==> config.mk <==
export PLATFORM = sky130hd
export DESIGN_NAME = apb_cmd_arbiter
export DESIGN_NICKNAME = d
export VERILOG_FILES = /design/src/rtl/apb_cmd_arbiter.sv
export SDC_FILE = /design/constraint.sdc
export NUM_CORES = 1
export LEC_CHECK = 0
export CAP_MARGIN = 20
export CORE_AREA = 2 2 158 160
export DETAILED_ROUTE_END_ITERATION = 8
export DIE_AREA = 0 0 160 162
export GPL_ROUTABILITY_DRIVEN = 0
export MAX_ROUTING_LAYER = met4
export PLACE_DENSITY_LB_ADDON = 0.05
export SLEW_MARGIN = 20
export SYNTH_ARGS = -nofsm -noshare
export SYNTH_HDL_FRONTEND = slang
export SYNTH_SLANG_ARGS = --single-unit
==> constraint.sdc <==
create_clock -name pclk -period 1.9 [get_ports pclk]
set_input_delay 0.475 -clock pclk [delete_from_list [all_inputs] [get_ports pclk]]
set_output_delay 0.475 -clock pclk [all_outputs]
set_load 0.05 [all_outputs]
==> src/rtl/apb_cmd_arbiter.sv <==
// apb_cmd_arbiter
// Shares the single APB master command port among REQ_NUM requesters.
// A round-robin pick is made in IDLE, the command is screened for legality,
// issued and held on cmd/cmd_vld until the bus monitor sees the transfer
// complete (or the timeout expires), and the result is returned to the owner.
//
// Ports
//   pclk, presetn       clock, asynchronous active-low reset
//   req_vld / req_cmd   per-requester command valid and command slices
//   req_rdy             one-cycle accept pulse to the granted requester
//   rsp_vld             one-cycle response pulse to the owning requester
//   rsp_rdata/err/tmo   response payload, valid only while rsp_vld is high
//   cmd / cmd_vld       command to the APB master
//   mon_*               APB bus monitor (psel OR, penable, pready, pslverr, prdata)
//   busy                FSM not in IDLE
//   grant_id            current or last grantee
//
// Handshakes: a requester raises req_vld with a stable req_cmd and holds both
// until it sees req_rdy for its own bit; dropping req_vld earlier withdraws
// the request. rsp_vld is a single-cycle pulse with no back-pressure.
// cmd_vld stays high with cmd stable until the monitored transfer completes.
//
// All outputs are registered: the comb output process computes next values
// from the current state and inputs, and they are captured on the same edge
// as the state transition.
module apb_cmd_arbiter #(
    parameter int CMD_WIDTH  = 64,
    parameter int DATA_WIDTH = 32,
    parameter int REQ_NUM    = 4,
    parameter int TIMEOUT    = 255,
    parameter int GAP        = 2
) (
    input  logic                         pclk,
    input  logic                         presetn,
    input  logic [REQ_NUM-1:0]           req_vld,
    input  logic [REQ_NUM*CMD_WIDTH-1:0] req_cmd,
    output logic [REQ_NUM-1:0]           req_rdy,
    output logic [REQ_NUM-1:0]           rsp_vld,
    output logic [DATA_WIDTH-1:0]        rsp_rdata,
    output logic                         rsp_err,
    output logic                         rsp_tmo,
    output logic [CMD_WIDTH-1:0]         cmd,
    output logic                         cmd_vld,
    input  logic                         mon_psel,
    input  logic                         mon_penable,
    input  logic                         mon_pready,
    input  logic                         mon_pslverr,
    input  logic [DATA_WIDTH-1:0]        mon_prdata,
    output logic                         busy,
    output logic [$clog2(REQ_NUM)-1:0]   grant_id
);
    localparam int IW = $clog2(REQ_NUM);
    // A zero TIMEOUT disables the counter; keep one bit so the width is legal.
    localparam int TW = (TIMEOUT > 0) ? $clog2(TIMEOUT + 1) : 1;
    localparam int GW = $clog2(GAP + 1);

    typedef enum logic [2:0] {
        S_IDLE  = 3'd0,
        S_ISSUE = 3'd1,
        S_WAIT  = 3'd2,
        S_RESP  = 3'd3,
        S_GAP   = 3'd4
    } state_t;

    state_t state, state_nxt;

    logic [CMD_WIDTH-1:0] cmd_slot [REQ_NUM];
    logic [CMD_WIDTH-1:0] sel_cmd, cmd_q;
    logic [IW-1:0]        rr_ptr, rr_cand, sel, rr_nxt;
    logic                 any_req, sel_legal, illegal_q;
    logic                 done, tmo_hit;
    logic [TW-1:0]        tmo_cnt;
    logic [GW-1:0]        gap_cnt;

    logic [REQ_NUM-1:0]    req_rdy_d, rsp_vld_d;
    logic [DATA_WIDTH-1:0] rsp_rdata_d;
    logic                  rsp_err_d, rsp_tmo_d, cmd_vld_d, busy_d;

    for (genvar g = 0; g < REQ_NUM; g++) begin : g_slot
        assign cmd_slot[g] = req_cmd[g*CMD_WIDTH +: CMD_WIDTH];
    end

    // Round-robin pick: scan from rr_ptr downwards in priority so the
    // closest requester at or after rr_ptr wins.
    always_comb begin
        sel     = '0;
        rr_cand = '0;
        for (int i = REQ_NUM - 1; i >= 0; i--) begin
            rr_cand = IW'((int'(rr_ptr) + i) % REQ_NUM);
            if (req_vld[rr_cand]) sel = rr_cand;
        end
    end

    assign any_req   = |req_vld;
    assign sel_cmd   = cmd_slot[sel];
    assign rr_nxt    = (sel == IW'(REQ_NUM - 1)) ? '0 : sel + 1'b1;
    assign sel_legal = (sel_cmd[47:46] == 2'b01) &&
                       ((sel_cmd[55:48] == 8'h00) || (sel_cmd[55:48] == 8'h01));
    assign done      = mon_psel & mon_penable & mon_pready;
    assign tmo_hit   = (TIMEOUT != 0) && (tmo_cnt == TW'(TIMEOUT));

    // State register
    always_ff @(posedge pclk or negedge presetn) begin
        if (!presetn) state <= S_IDLE;
        else          state <= state_nxt;
    end

    // Next-state logic
    always_comb begin
        state_nxt = state;
        case (state)
            S_IDLE:  if (any_req) state_nxt = sel_legal ? S_ISSUE : S_RESP;
            S_ISSUE: state_nxt = S_WAIT;
            S_WAIT:  if (done || tmo_hit) state_nxt = S_RESP;
            S_RESP:  state_nxt = S_GAP;
            S_GAP:   if (gap_cnt == GW'(GAP - 1)) state_nxt = S_IDLE;
            default: state_nxt = S_IDLE;
        endcase
    end

    // Output logic (next values of the registered outputs)
    always_comb begin
        req_rdy_d   = '0;
        rsp_vld_d   = '0;
        rsp_rdata_d = '0;
        rsp_err_d   = 1'b0;
        rsp_tmo_d   = 1'b0;
        cmd_vld_d   = 1'b0;
        busy_d      = (state_nxt != S_IDLE);
        case (state)
            S_IDLE: if (any_req) req_rdy_d[sel] = 1'b1;
            S_ISSUE: cmd_vld_d = 1'b1;
            S_WAIT: begin
                if (done) begin
                    // Completion takes priority over a coincident timeout.
                    rsp_vld_d[grant_id] = 1'b1;
                    rsp_err_d           = mon_pslverr;
                    if (cmd_q[55:48] == 8'h00 && !mon_pslverr) rsp_rdata_d = mon_prdata;
                end else if (tmo_hit) begin
                    rsp_vld_d[grant_id] = 1'b1;
                    rsp_err_d           = 1'b1;
                    rsp_tmo_d           = 1'b1;
                end else begin
                    cmd_vld_d = 1'b1;
                end
            end
            // A completed transfer already pulsed rsp_vld on entry to RESP;
            // an illegal command, which skipped WAIT, is answered here.
            S_RESP: if (illegal_q) begin
                rsp_vld_d[grant_id] = 1'b1;
                rsp_err_d           = 1'b1;
            end
            default: ;
        endcase
    end

    // Datapath and output registers
    always_ff @(posedge pclk or negedge presetn) begin
        if (!presetn) begin
            req_rdy   <= '0;
            rsp_vld   <= '0;
            rsp_rdata <= '0;
            rsp_err   <= 1'b0;
            rsp_tmo   <= 1'b0;
            cmd       <= '0;
            cmd_vld   <= 1'b0;
            busy      <= 1'b0;
            grant_id  <= '0;
            rr_ptr    <= '0;
            cmd_q     <= '0;
            illegal_q <= 1'b0;
            tmo_cnt   <= '0;
            gap_cnt   <= '0;
        end else begin
            req_rdy   <= req_rdy_d;
            rsp_vld   <= rsp_vld_d;
            rsp_rdata <= rsp_rdata_d;
            rsp_err   <= rsp_err_d;
            rsp_tmo   <= rsp_tmo_d;
            cmd_vld   <= cmd_vld_d;
            busy      <= busy_d;
            case (state)
                S_IDLE: if (any_req) begin
                    cmd_q     <= sel_cmd;
                    illegal_q <= !sel_legal;
                    grant_id  <= sel;
                    rr_ptr    <= rr_nxt;
                end
                S_ISSUE: begin
                    cmd     <= cmd_q;
                    tmo_cnt <= '0;
                end
                // Saturating count; stops at TIMEOUT rather than wrapping.
                S_WAIT: if (TIMEOUT != 0 && tmo_cnt != TW'(TIMEOUT)) tmo_cnt <= tmo_cnt + 1'b1;
                S_RESP: gap_cnt <= '0;
                S_GAP:  gap_cnt <= gap_cnt + 1'b1;
                default: ;
            endcase
        end
    end
endmodule

# After elaboration in Yosys (flattened, before gate mapping)
# Index checks and enable logic that the tools add are counted.
classes:
  n_addsub: 6
  order_cmp: 9
  eq_ne: 11
  mux: 46
  n_bitwise: 3
  reduce_logical: 17
ops:
  columns: ["cell", "n"]
  rows:
  - ["binary-select mux 64 bit (select 2 bit)", 1]
  - ["2-to-1 mux 64 bit", 2]
  - ["2-to-1 mux 32 bit", 3]
  - ["2-to-1 mux 4 bit", 5]
  - ["less-than comparator 2 x 3 -> 1 bit, second input constant", 6]
  - ["zero test 8 bit", 2]
  - ["case mux 8 bit (2 select lines)", 1]
  - ["case mux 3 bit (5 select lines)", 1]
  - ["2-to-1 mux 1 bit", 13]
  - ["2-to-1 mux 2 bit", 6]
  - ["2-to-1 mux 3 bit", 3]
  - ["adder 8 x 1 -> 8 bit, second input constant", 1]
  - ["binary-select mux 1 bit (select 2 bit)", 4]
  - ["== test 8 x 1 -> 1 bit, second input constant", 1]
  - ["== test 8 bit, second input constant", 1]
  - ["2-to-1 mux 8 bit", 1]
  - ["!= test 8 bit, second input constant", 1]
  - ["case mux 4 bit (2 select lines)", 1]
  - ["adder 2 x 1 -> 2 bit, second input constant", 3]
  - ["== test 3 x 2 -> 1 bit, second input constant", 2]
  - ["adder 2 bit, second input constant", 2]
  - ["demux 1 bit (select 2 bit)", 2]
  - ["== test 2 x 1 -> 1 bit, second input constant", 2]
  - ["greater-or-equal comparator 2 x 1 -> 1 bit, second input constant", 2]
  - ["17 further kinds", 26]
word_totals:
  reg_bits: 190
  in_bits: 298
  output_inout_bits: 110
  wordCells: 107

# Logic depth before layout (Yosys ltp)
# Gate-level depths: netlist of the first run.
logic_depth:
  ltp_word: 18
  depth_mapped: 10
  depth_no_buf: 8

# Least setup slack after synthesis of the first run
# Ideal clock, no wire load.
synth_path:
  kind: "input to register"
  startpoint: "input req_vld[0]"
  endpoint: "register rr_ptr[1]"
  setup_time_ps: 117
  t_arrival_ps: 1793
  required_ps: 1783
  slack_ps: -10
  stages: 8
  n_path_buf: 2
  path_cell_list: "and2_4 -> and2_4 -> nor3_4 -> buf_6 -> clkbuf_1 -> ha_1 -> nand2_1 -> nand2_1"
synth_via:
  elab_chain_cells: 8
  elab_cells_between_ends: 17
  cone_classes: "add/sub (1); eq/ne (1); mux (13); reduce/logical (2)"
synth_lines:
  columns: ["item", "line", "source"]
  rows:
  - ["start: declaration", "35", "input logic [REQ_NUM-1:0] req_vld,"]
  - ["binary-select mux 1 bit (select 2 bit)", "90", "if (req_vld[rr_cand]) sel = rr_cand;"]
  - ["2-to-1 mux 1 bit (implied by the code)", "90", null]
  - ["2-to-1 mux 2 bit (3 in series)", "90", null]
  - ["2-to-1 mux 2 bit *", "90", null]
  - ["net sel[0]", "69", "logic [IW-1:0] rr_ptr, rr_cand, sel, rr_nxt;"]
  - ["adder 2 x 1 -> 2 bit or == test 2 bit (tied branches)", "96", "assign rr_nxt = (sel == IW'(REQ_NUM - 1)) ? '0 : sel + 1'b1;"]
  - ["2-to-1 mux 2 bit *", "96", null]
  - ["net rr_nxt[1]", "69", null]
  - ["end signal: assignment", "187", "rr_ptr <= rr_nxt;"]
  - ["end: declaration", "69", null]
# Mark *: on every way through the listed nets, which the timed path passes. The rest lies on a longest branch. The select of a mux whose other input is x is not followed.
# A chain may end at the register's enable or synchronous reset.

# Final worst setup path of the first run
layout_path:
  startpoint: "register rr_ptr[1]"
  endpoint: "register illegal_q"
layout_via:
  elab_chain_cells: 15
  elab_cells_between_ends: 25
  cone_classes: "add/sub (3); eq/ne (2); mux (15); bitwise (1); reduce/logical (4)"
layout_lines:
  columns: ["item", "line", "source"]
  rows:
  - ["adder 2 bit", "89", "rr_cand = IW'((int'(rr_ptr) + i) % REQ_NUM);"]
  - ["binary-select mux 1 bit (select 2 bit)", "90", null]
  - ["2-to-1 mux 1 bit (implied by the code)", "90", null]
  - ["2-to-1 mux 2 bit (3 in series)", "90", null]
  - ["2-to-1 mux 2 bit *", "90", null]
  - ["NOT 2 -> 3 bit (implied by the code) *", "95", "assign sel_cmd = cmd_slot[sel];"]
  - ["binary-select mux 64 bit (select 2 bit) *", "95", null]
  - ["2-to-1 mux 64 bit (implied by the code) * (2 in series)", "95", null]
  - ["== test 8 x 1 -> 1 bit or zero test 8 bit (tied branches)", "98", "((sel_cmd[55:48] == 8'h00) || (sel_cmd[55:48] == 8'h01));"]
  - ["logical OR 1 bit", "98", null]
  - ["logical AND 1 bit *", "97", "assign sel_legal = (sel_cmd[47:46] == 2'b01) &&"]
  - ["zero test 1 bit *", "185", "illegal_q <= !sel_legal;"]
  - ["end signal: assignment", "185", null]
  - ["end: declaration", "70", "logic any_req, sel_legal, illegal_q;"]
# Mark *: on every way between the ends. The rest lies on a longest branch, timed or not. The select of a mux whose other input is x is not followed.

==> impl_results.md, run 1 <==
* Tcrit/Tclk final at 110%
* Area grow syn2layout at 75.2%
* Post-synthesis async set-or-reset flop share at 100%
* Util after Layout at 67.3%
* Yosys warning total at 0
* Slew @ Worst Pin at 0.673 ns
* DR vias/cell at 5.02
* Global-route wire length before repair at 50700 microns
* Peak VDD IR at 0.741 mV
* Min Hold Slack at 0.461 ns
* Synth Instances at 1172
* Die Y at 162 microns
* R2r endpoint: illegal_q
* Die width at 160 microns
* CTS tree: yes
* Clock latency at the later pin of the worst-skew pair at 0.44 ns
* Final worst slack at -0.192 ns
* Setup TNS at -4.40 ns
* Critical path peak fanout at 5
* Avg WL per Cell at 18.6 microns
* Post-synthesis sequential area ratio at 51.4%
* Fin. Hold Viols at 0
* MaxCap Viol Count at 0
* CTS H-tree depth at 4
* Ant. Diodes at 0
* Critical Path End Type: register
* Clock Path Buffers at 2
* Pre-CTS setup slack at -0.755 ns
* Fin. max-slew vios at 0
* Syn Nets at 1476
* Post-synth top area share at 51.4%
* Status: finished, violations left
* Initial Util at 38.4%
* IO Pins at 408
* Flip-flop and latch area at 0.00475 sq mm
* Hold/Removal Path Class: register to register
* Tmin final at 2.09 ns
* Residual DRC at 0
* Critical Path Start: rr_ptr[1]
* Mapped Avg Cell Area at 7.90 sq um
* Fmax at 0.478 GHz
* FF+latch count, synth at 190
* Grt ovf at 0
* Multi-input logic area at 0.00501 sq mm
* Failing checks: negative setup slack
* Largest net degree at the start of global routing at 72
* Num CTS Buffers at 17
* Top-count cell post-synth: nand2_1
* Mapped cell area at 0.00926 sq mm
* Synth top area cells: dfrtp_1 51%, nand2_1 22%, nand3_1 7.9%
* Most area-hungry cell type in the Yosys netlist: dfrtp_1
* Crit start category: register
* Clk sinks at 190
* RSZ-0062 raised after global routing: true
* Total power at 24.4 mW
* Worst reg2reg path depth at 9
* Post-Route WL at 36700 microns
* Vias in the first global route at 9343
* Post-synth cell types at 55
* Worst rel slew slack at 54.7%
* Core Area at 0.0241 sq mm
* Post-detail-place hpwl at 23700 microns
* Clock Tree Root: clkbuf_16
* Worst EP required at 2.23 ns
* Setup violations, final at 62
* Main flop type after synthesis: dfrtp_1
* Share of cells above drive strength 1 at 28.2%
* Nets@finish at 1942
* Filler cells at 1980
* Arrival time worst endpoint at 2.42 ns
* Port Buf Inserts at 407
* Clock skew at 0.0131 ns
* Clock slew at reported path FFs at 0.08 ns
* Starting DRC count in detailed routing at 679
* Final ANT Viol Nets at 0
* PD cells at 1510 mW/mm^2
* TritonRoute pass-1 iters at 5
* FP Rows at 57
* Lkg Pwr at 7.92 nW
* Total die area at 0.0259 sq mm
* End of the critical path: illegal_q
* Initial antenna violation count at 0
* Synth top cells by count: 539 x nand2_1, 190 x dfrtp_1, 147 x nand3_1
* Setup CP Type: register to register
* R2R setup slack at -0.19 ns
* GR Util All Layers at 25.7%
* Post-synth EDFFs at 0
* DR vias at 9920
* Origin of the critical flop-to-flop path: rr_ptr[1]
[flip-flops by register name, indices dropped and copies added, names as in the netlist]
register,cells
cmd,64
cmd_q,64
rsp_rdata,32
tmo_cnt,8
req_rdy,4
rsp_vld,4
state,3
gap_cnt,2
grant_id,2
rr_ptr,2
busy,1
cmd_vld,1
illegal_q,1
rsp_err,1
rsp_tmo,1
[worst max-delay path: stages (launching register included)]
cell,delay (ns)
dfrtp_1,0.44
and2_4,0.22
o211a_4,0.27
nor2_4,0.17
buf_6,0.16
buf_4,0.12
a211oi_2,0.09
a211oi_2,0.18
and4_4,0.28
a21oi_2,0.06
[power breakdown]
group / switching [mW] / internal (mW)
Combinational: 8.53 / 5.79
Clock: 1.78 / 1.93
Sequential: 0.882 / 5.52
[metrics by stage]
step / instances / area (sq um)
floorplan: 1172 / 9270
global placement: 1899 / 13900
detailed placement: 1899 / 13900
CTS: 1951 / 14900
global route: 1975 / 16200
finish: 1975 / 16200
[cells by family after synthesis]
family / Yosys count / synth area share, %
AO/OA/AOI/OAI: 115 / 7.41
XOR/XNOR: 4 / 0.378
adder cells (fa/ha/maj): 6 / 0.811
buffers and inverters: 81 / 4.04
flip-flops: 190 / 51.4
multiplexers: 1 / 0.108
AND/OR/NAND/NOR: 775 / 35.9
[worst min path at each step]
stage | from | end | slack (ns) | cells past startpoint
finish | cmd_q[21] | cmd[21] | 0.46 | 2
global route | cmd_q[42] | cmd[42] | 0.48 | 2
CTS | cmd_q[33] | cmd[33] | 0.46 | 2
detailed placement | presetn | rsp_rdata[26] | 0.43 | 1
global placement | presetn | rsp_rdata[26] | 0.44 | 1
floorplan | presetn | busy | 0.18 | 0
[routing by layer]
metal,vias to the layer above,part of all wire [%],GRT usage [%]
met5,-,0,-
met4,0,3.0,7.70
met3,75,6.7,5.11
met2,406,50,43.2
met1,4677,40,31.5
li1,4762,-,-
[placed cells by master, fill, tap and decap left out, types with 11 or more instances in the layout]
master,instances
and2_1,38
o21ai_2,13
buf_6,11
dfrtp_1,190
nand2_2,55
o21ai_0,20
nand3_1,84
nand2_1,449
nand3_2,63
o21ai_1,50
clkdlybuf4s50_1,292
nor2_1,16
clkbuf_16,31
buf_12,23
nand2_4,35
buf_4,163
[layout make-up]
type | instances | share of cell area, %
timing repair inverter | 2 | 0.139
clock buffer | 18 | 2.71
inverter | 4 | 0.285
sequential | 190 | 29.3
clock inverter | 14 | 1.07
tap | 324 | 2.50
timing repair buffer | 520 | 33.1
multi-input combinational | 903 | 30.9
[what timing repair did]
action                                  4_1_cts  5_1_grt
hold endpoints to repair                     37        0
setup buffers                                14        2
endpoints found under the setup margin       74       72
cloned                                        6       22
hold buffers                                  1        0
gates resized for setup                      46      213
pin swaps                                     8      119
Note: power is estimated with default switching activity, not from simulation.
==> run 2: changes to the inputs <==
CTS_CLUSTER_SIZE = 40   (was default)
==> results of run 2 <==
The final DEF is identical to that of run 1; final timing and power are the same.
